$ cat src/rtl/cpu_run_ctrl.sv
// Run controller for the 5-stage CPU: sequences core reset, counts run cycles,
// drains after halt and enforces a cycle budget. Define RUN_CTRL_PERF_EN to count retired instructions.
module cpu_run_ctrl #(
  parameter int CNT_W        = 16,
  parameter int RST_CYCLES   = 2,
  parameter int MAX_CYCLES   = 50,
  parameter int DRAIN_CYCLES = 4,
  parameter int AUTO_START   = 1
) (
  input  logic             clk,
  input  logic             rst,
  input  logic             start,
  input  logic             halt_req,
  input  logic             instr_retire,
  output logic             cpu_rst,
  output logic             running,
  output logic             done,
  output logic             timeout,
  output logic [CNT_W-1:0] cycle_cnt,
  output logic [CNT_W-1:0] retire_cnt
);

  typedef enum logic [2:0] {
    S_IDLE,
    S_RESET,
    S_RUN,
    S_DRAIN,
    S_DONE
  } state_t;

  localparam logic [CNT_W-1:0] CNT_MAX  = '1;
  localparam int               WD_LAST  = (MAX_CYCLES > 0) ? MAX_CYCLES - 1 : 0;
  localparam logic [7:0]       RST_LAST = 8'(RST_CYCLES - 1);
  localparam logic [7:0]       DRN_LAST = 8'((DRAIN_CYCLES > 0) ? DRAIN_CYCLES - 1 : 0);

  state_t     state, state_next;
  logic [7:0] timer, timer_next;
  logic       wd_fire;
  logic       run_begin;
  logic       active;

  always_comb begin
    state_next = state;
    timer_next = timer;
    wd_fire    = 1'b0;
    case (state)
      S_IDLE: begin
        if (AUTO_START != 0 || start) begin
          state_next = S_RESET;
          timer_next = '0;
        end
      end
      S_RESET: begin
        if (timer == RST_LAST) state_next = S_RUN;
        else                   timer_next = timer + 8'd1;
      end
      S_RUN: begin
        // Halt has priority over the watchdog so a run that halts on its
        // last budgeted cycle is still reported as a clean finish.
        if (halt_req) begin
          state_next = (DRAIN_CYCLES == 0) ? S_DONE : S_DRAIN;
          timer_next = '0;
        end else if (MAX_CYCLES != 0 && 32'(cycle_cnt) == 32'(WD_LAST)) begin
          state_next = S_DONE;
          wd_fire    = 1'b1;
        end
      end
      S_DRAIN: begin
        if (timer == DRN_LAST) state_next = S_DONE;
        else                   timer_next = timer + 8'd1;
      end
      S_DONE: begin
        if (start) begin
          state_next = S_RESET;
          timer_next = '0;
        end
      end
      default: state_next = S_IDLE;
    endcase
  end

  assign run_begin = (state_next == S_RESET) && (state != S_RESET);
  assign active    = (state == S_RUN) || (state == S_DRAIN);

  always_ff @(posedge clk or posedge rst) begin
    if (rst) begin
      state     <= S_IDLE;
      timer     <= '0;
      cycle_cnt <= '0;
      timeout   <= 1'b0;
    end else begin
      state <= state_next;
      timer <= timer_next;
      if (run_begin) begin
        cycle_cnt <= '0;
        timeout   <= 1'b0;
      end else begin
        if (active && cycle_cnt != CNT_MAX) cycle_cnt <= cycle_cnt + 1'b1;
        if (wd_fire) timeout <= 1'b1;
      end
    end
  end

`ifdef RUN_CTRL_PERF_EN
  always_ff @(posedge clk or posedge rst) begin
    if (rst) begin
      retire_cnt <= '0;
    end else if (run_begin) begin
      retire_cnt <= '0;
    end else if (active && instr_retire && retire_cnt != CNT_MAX) begin
      retire_cnt <= retire_cnt + 1'b1;
    end
  end
`else
  logic unused_retire;
  assign unused_retire = instr_retire;
  assign retire_cnt    = '0;
`endif

  assign cpu_rst = (state == S_IDLE) || (state == S_RESET);
  assign running = active;
  assign done    = (state == S_DONE);

endmodule
$ cat config.mk
export PLATFORM = sky130hd
export DESIGN_NAME = cpu_run_ctrl
export DESIGN_NICKNAME = d
export VERILOG_FILES = /design/src/rtl/cpu_run_ctrl.sv
export SDC_FILE = /design/constraint.sdc
export NUM_CORES = 1
export LEC_CHECK = 0
export BUFFER_PORTS_ARGS = -buffer_cell sky130_fd_sc_hd__buf_2
export CORE_ASPECT_RATIO = 1.1
export CORE_MARGIN = 2
export CORE_UTILIZATION = 28
export CTS_CLUSTER_DIAMETER = 40
export CTS_CLUSTER_SIZE = 40
export DETAILED_ROUTE_END_ITERATION = 16
export HOLD_SLACK_MARGIN = 0.05
export PLACE_DENSITY = 0.45
export SLEW_MARGIN = 20
export SYNTH_ARGS = -nofsm -noshare
export SYNTH_HDL_FRONTEND = slang
export SYNTH_SLANG_ARGS = --single-unit
$ cat constraint.sdc
create_clock -name clk -period 2.9 [get_ports clk]
set_clock_uncertainty 0.05 [all_clocks]
set_input_delay 0.58 -clock clk [delete_from_list [all_inputs] [get_ports clk]]
set_output_delay 0.58 -clock clk [all_outputs]
set_load 0.1 [all_outputs]
==> results of run 1 <==
[worst max-delay path, cell delays in order, from the launching register on]
cell and delay (ns):
dfrtp_1 0.50, nand2b_1 0.25, clkinv_1 0.19, buf_2 0.46
[routing by layer]
metal	wire length, um	part of all wire	vias up	track usage
met2	2020	0.48	26	0.212
met3	124	0.029	2	0.0206
met4	26	0.0062	0	0.0385
met1	2040	0.49	725	0.170
li1	-	-	744	-
met5	0	0	-	0
[flip-flops by register name, summed over array words and instances, names as in the netlist]
register   count
cycle_cnt     16
timer          8
state          3
timeout        1
[cell usage after synthesis (2+ instances only)]
cell type	count
or4_4	2
nor3_1	5
dfrtp_1	28
nand4_1	3
nand2_1	16
or4_1	7
nor2b_1	2
nand2b_1	3
xor2_1	2
mux2i_1	4
ha_1	4
nor2_1	14
o21ai_0	9
inv_1	8
or3_1	3
buf_4	16
and3_1	2
o22a_2	2
clkbuf_1	6
and2_1	4
a21oi_1	10
a31oi_1	4
nor4_1	4
o31ai_1	5
o41ai_1	2
nand3_1	10
[per-stage QoR]
stage | area [um^2] | util
finish | 1970 | 0.320
global route | 1970 | 0.320
CTS | 1970 | 0.320
detailed placement | 1930 | 0.314
global placement | 1930 | 0.314
floorplan | 1840 | -
[final timing paths]
check | start | endpoint | slack [ns] | cells after the start
worst max-delay path | state[2] | running | 0.60 | 3
worst min-delay path | rst | timer[0] | 0.30 | 3
worst max register to register | timer[4] | timer[1] | 0.61 | 5
worst min register to register | timeout | timeout | 0.45 | 1
max in group asynchronous | rst | cycle_cnt[3] | 2.21 | 3
min in group clk | timeout | timeout | 0.45 | 1
[area by class of cell]
type	count	area, um^2
clock buffer	3	41.3
timing repair buffer	25	130
tap	80	100
inverter	10	40.0
multi-input combinational	153	960
sequential	28	701
fill	672	4180
[cells by family (layout without fill, tap and decap cells)]
| family | after synthesis | count (layout) | share of synthesized area |
|---|---|---|---|
| adder cells (fa/ha/maj) | 4 | 4 | 0.0280 |
| other | 1 | 16 | 0.00210 |
| XOR/XNOR | 2 | 2 | 0.00981 |
| AND/OR/NAND/NOR | 82 | 82 | 0.256 |
| flip-flops | 28 | 28 | 0.392 |
| buffers and inverters | 33 | 38 | 0.105 |
| multiplexers | 5 | 5 | 0.0308 |
| AO/OA/AOI/OAI | 44 | 44 | 0.175 |
==> metrics.cfg, run 1 <==
[status]
status=complete, no violations

[sta]
hold_viol=0
worstMarginPinSlew_ns=0.742
finalCriticalPeriod_ns=2.30
timing.slew.headroom=0.499
rsz0062_at_grt=no
whs_ns=0.302
setup_ws_ns=0.596
fin_crit_sh=0.794
finalSetupTns_ns=0
finalSetupViolations=0
slew_viol_final=0
fmax_mhz=434

[synthesis]
syn_area_per_cell_um2=8.97
yosys.area.top_type=dfrtp_1
synth-edff-count=0
ys_warn_count=0
synthArstFlopShare=1.00
syn_area_um2=1790
synth_ff_type=dfrtp_1
ys_ff_latch=28
synth_top_area_share=0.392
synth_cells=199
ys_top_cells_by_area=dfrtp_1 39%, buf_4 6.7%, nand2_1 3.4%
synth.distinct_cells=50
yosysSeqAreaShare=0.392

[critical_path]
end_kind=primary output
required_ns=2.27
cp_max_fo=10
cp-start-kind=flip-flop
crit_arrival_ns=1.67
worstSetupPathType=flip-flop to primary output

[clock_network]
post_cts_buffers=0
worstSkewPairLatency_ns=0.28
cts_hold_buf=0
cts_resized=0
ctsHtreeMaxLevel=1
clkTransAtPathRegs_ns=0.11
cts_tree=built
clock_sink_count=28
clockBufferDepth=2
cts_buffers=3
root_buffer=clkbuf_8

[grt]
antenna_found_initial=0
grt_pass1_vias=1440
globalRouteOverflowTotal=0
grt_usage=0.127
grt_max_degree=29
grt_pass1_wl_um=7080

[die]
core_um2=6160
fp.dieW_um=80.1
start_util=0.290
rows=30
dieHeight_um=87.8
die-area_um2=7030
io_pins=41

[final_layout]
layout-drive-gt1-share=0.187
fin_nets=230
diodes=0
syn_to_final_growth_pct=10.4
mostFrequentLayoutCell=dfrtp_1
final_cell_mix=28 x dfrtp_1, 23 x buf_2, 16 x nand2_1, 16 x conb_1, 14 x nor2_1
layout.cells.non_filler=299

[place]
dp_hpwl_um=3050
portBuffers=23
dp.cells=296
place_ws_ns=0.606
gp_congestion=0.764

[route]
drt_iter0_markers=56
drt_first_pass_iters=4
drc=0
post_drt_wl_per_cell_um=14.1
vias=1497
drt-total-wl_um=4210
drtAntennaViolNets=0
drt-vias-per-instance=5.01

[hold_path]
hp-class=primary input to asynchronous set/reset pin

[job]
drv_cap=0

Power of run 1 is left out: the tool's default activity adds up to more than one toggle a clock period on the data nets, which glitch-free logic cannot reach.
==> run 2: changes to the inputs <==
--- a/config.mk
+++ b/config.mk
@@ -13,7 +13,7 @@
 export CTS_CLUSTER_SIZE = 40
 export DETAILED_ROUTE_END_ITERATION = 16
 export HOLD_SLACK_MARGIN = 0.05
-export PLACE_DENSITY = 0.45
+export PLACE_DENSITY = 0.47
 export SLEW_MARGIN = 20
 export SYNTH_ARGS = -nofsm -noshare
 export SYNTH_HDL_FRONTEND = slang
==> constraint.sdc (replaced) <==
create_clock -name clk -period 2.1 [get_ports clk]
set_clock_uncertainty 0.05 [all_clocks]
set_input_delay 0.42 -clock clk [delete_from_list [all_inputs] [get_ports clk]]
set_output_delay 0.42 -clock clk [all_outputs]
set_load 0.1 [all_outputs]
==> run 2 against run 1 <==
Net effect: sequential cell count unchanged; critical path depth increased by 2; register-to-register slack worse by 0.60 ns; final cell count increased by 6.0%; global-route usage up 0.89 points; die area is the same; first-iteration DRC count increased by 57%; wire length rose by 4.1%; utilization rose by 3.6 points; sequential share of layout area is 2.0 points lower; worst hold slack got worse by 0.17 ns; via count is 4.4% higher.
==> metrics.cfg, run 2 (synthesized netlist as in run 1, its figures left out) <==
[clock_network]
clock_sink_count=28  ; unchanged
ctsHtreeMaxLevel=1  ; unchanged
cts_hold_buf=0  ; unchanged
clkTransAtPathRegs_ns=0.10  ; about the same
cts_buffers=3  ; unchanged
clockBufferDepth=2  ; unchanged
cts_tree=built
worstSkewPairLatency_ns=0.28  ; about the same
root_buffer=clkbuf_8

[final_layout]
stdcell_area_um2=2190  ; +11%
regArea_um2=736  ; +5.0%
mostFrequentLayoutCell=buf_2
multiInputGateArea_um2=992  ; +3.4%
final_cell_mix=21 x buf_2, 19 x buf_4, 16 x nand2_1, 16 x conb_1, 13 x nor2_1
diodes=0  ; unchanged
regMostFlops=cycle_cnt
layout-drive-gt1-share=0.338  ; +0.150
fin_nets=247  ; +7.4%
largest_register_ffs=16  ; unchanged
nFillCells=681  ; +1.3%
syn_to_final_growth_pct=22.8
reg_top3=cycle_cnt (16), timer (8), state (3)

[grt]
grt_max_degree=29  ; unchanged
grt_usage=0.136  ; +0.00889
antenna_found_initial=0  ; unchanged
globalRouteOverflowTotal=0  ; unchanged
grt_pass1_vias=1521  ; +5.6%
grt_pass1_wl_um=7580  ; +7.1%

[critical_path]
end_kind=flip-flop
crit_arrival_ns=2.21  ; +0.54 ns
worstRegToRegCells=5  ; unchanged
cp-start-kind=flip-flop
required_ns=2.22  ; -0.05 ns
r2r_slack_ns=0.009  ; -0.60 ns
cp_max_fo=3  ; -7
worstSetupPathType=flip-flop to flip-flop

[die]
io_pins=41  ; unchanged
core_um2=6160  ; unchanged
fp.dieW_um=80.1  ; unchanged
die-area_um2=7030  ; unchanged
rows=30  ; unchanged
start_util=0.290  ; unchanged
dieHeight_um=87.8  ; unchanged

[place]
postPlaceCellArea_um2=2120  ; +9.9%
portBuffers=23  ; unchanged
gp_congestion=0.801  ; +4.8%
dp_hpwl_um=3250  ; +6.3%

[sta]
finalCriticalPeriod_ns=2.09
hold_viol=0  ; unchanged
timing.slew.headroom=0.654  ; +0.155
fin_crit_sh=0.996
finalSetupViolations=0  ; unchanged
fmax_mhz=478
worstMarginPinSlew_ns=0.520  ; -0.222 ns
rsz0062_at_grt=yes
slew_viol_final=0  ; unchanged

[route]
vias=1563  ; +4.4%
drt-vias-per-instance=4.93  ; -1.5%
drt_iter0_markers=88  ; +57%
drt-total-wl_um=4380  ; +4.1%
drt_first_pass_iters=4  ; unchanged
drc=0  ; unchanged
drtAntennaViolNets=0  ; unchanged
post_drt_wl_per_cell_um=13.8  ; -1.8%

[hold_path]
hp-class=primary input to asynchronous set/reset pin

[status]
status=complete, no violations

[job]
drv_cap=0  ; unchanged

## run 2: changes by cell type in the layout (fill, tap and decap cells not counted), moves of 2 or more
cell,before,now
dfrtp_2,0,10
buf_4,2,19
dfrtp_4,0,6
dfrtp_1,28,12
buf_2,23,21
## run 2: repair_timing
item / in CTS / in global routing
setup buffers: 0 / 1
resized for setup: 0 / 5
hold endpoints to repair: 0 / 0
endpoints found under the setup margin: 0 / 4
## run 2: final cells by class
class,count,share of cell area
flip-flops and latches,28,0.335
repair buffers,42,0.127
clock buffers,4,0.0205
well taps,80,0.0456
inverters,10,0.0188
multi-input cells,153,0.452
## run 2: final timing paths
path	from	end
max in group asynchronous	rst	cycle_cnt[6]
worst min register to register	timeout	timeout
worst max register to register	timer[4]	timer[1]
worst min-delay path	rst	cycle_cnt[4]
worst max-delay path	timer[4]	timer[1]
min in group clk	start	state[2]
## run 2: layer usage
layer / track usage / vias to the layer above / part of all wire
li1: - / 778 / -
met1: 0.172 / 757 / 0.46
met2: 0.239 / 26 / 0.51
met3: 0.0278 / 2 / 0.028
met4: 0.0293 / 0 / 0.0059
met5: 0 / - / 0
## run 2: critical path, stage by stage, from the launching register on
cell and delay [ns]:
dfrtp_1 0.39, or4_4 0.54, or4_4 0.45, o211ai_4 0.21, inv_4 0.06, mux2_4 0.29
## run 2: through the flow
| stage | worst slack (ns) | instances | util | hold WS, ns | TNS, ns |
|---|---|---|---|---|---|
| finish | 0.00930 | 317 | 0.356 | 0.131 | 0 |
| global route | -0.0412 | 317 | 0.356 | 0.160 | -0.0522 |
| CTS | 0.00651 | 316 | 0.352 | 0.142 | 0 |
| detailed placement | 0.0317 | 312 | 0.345 | 0.442 | 0 |
| global placement | 0.0187 | 312 | 0.345 | 0.434 | 0 |
| floorplan | -0.0485 | 214 | - | 0.435 | -0.0620 |
Power of run 2 is left out for the same reason.
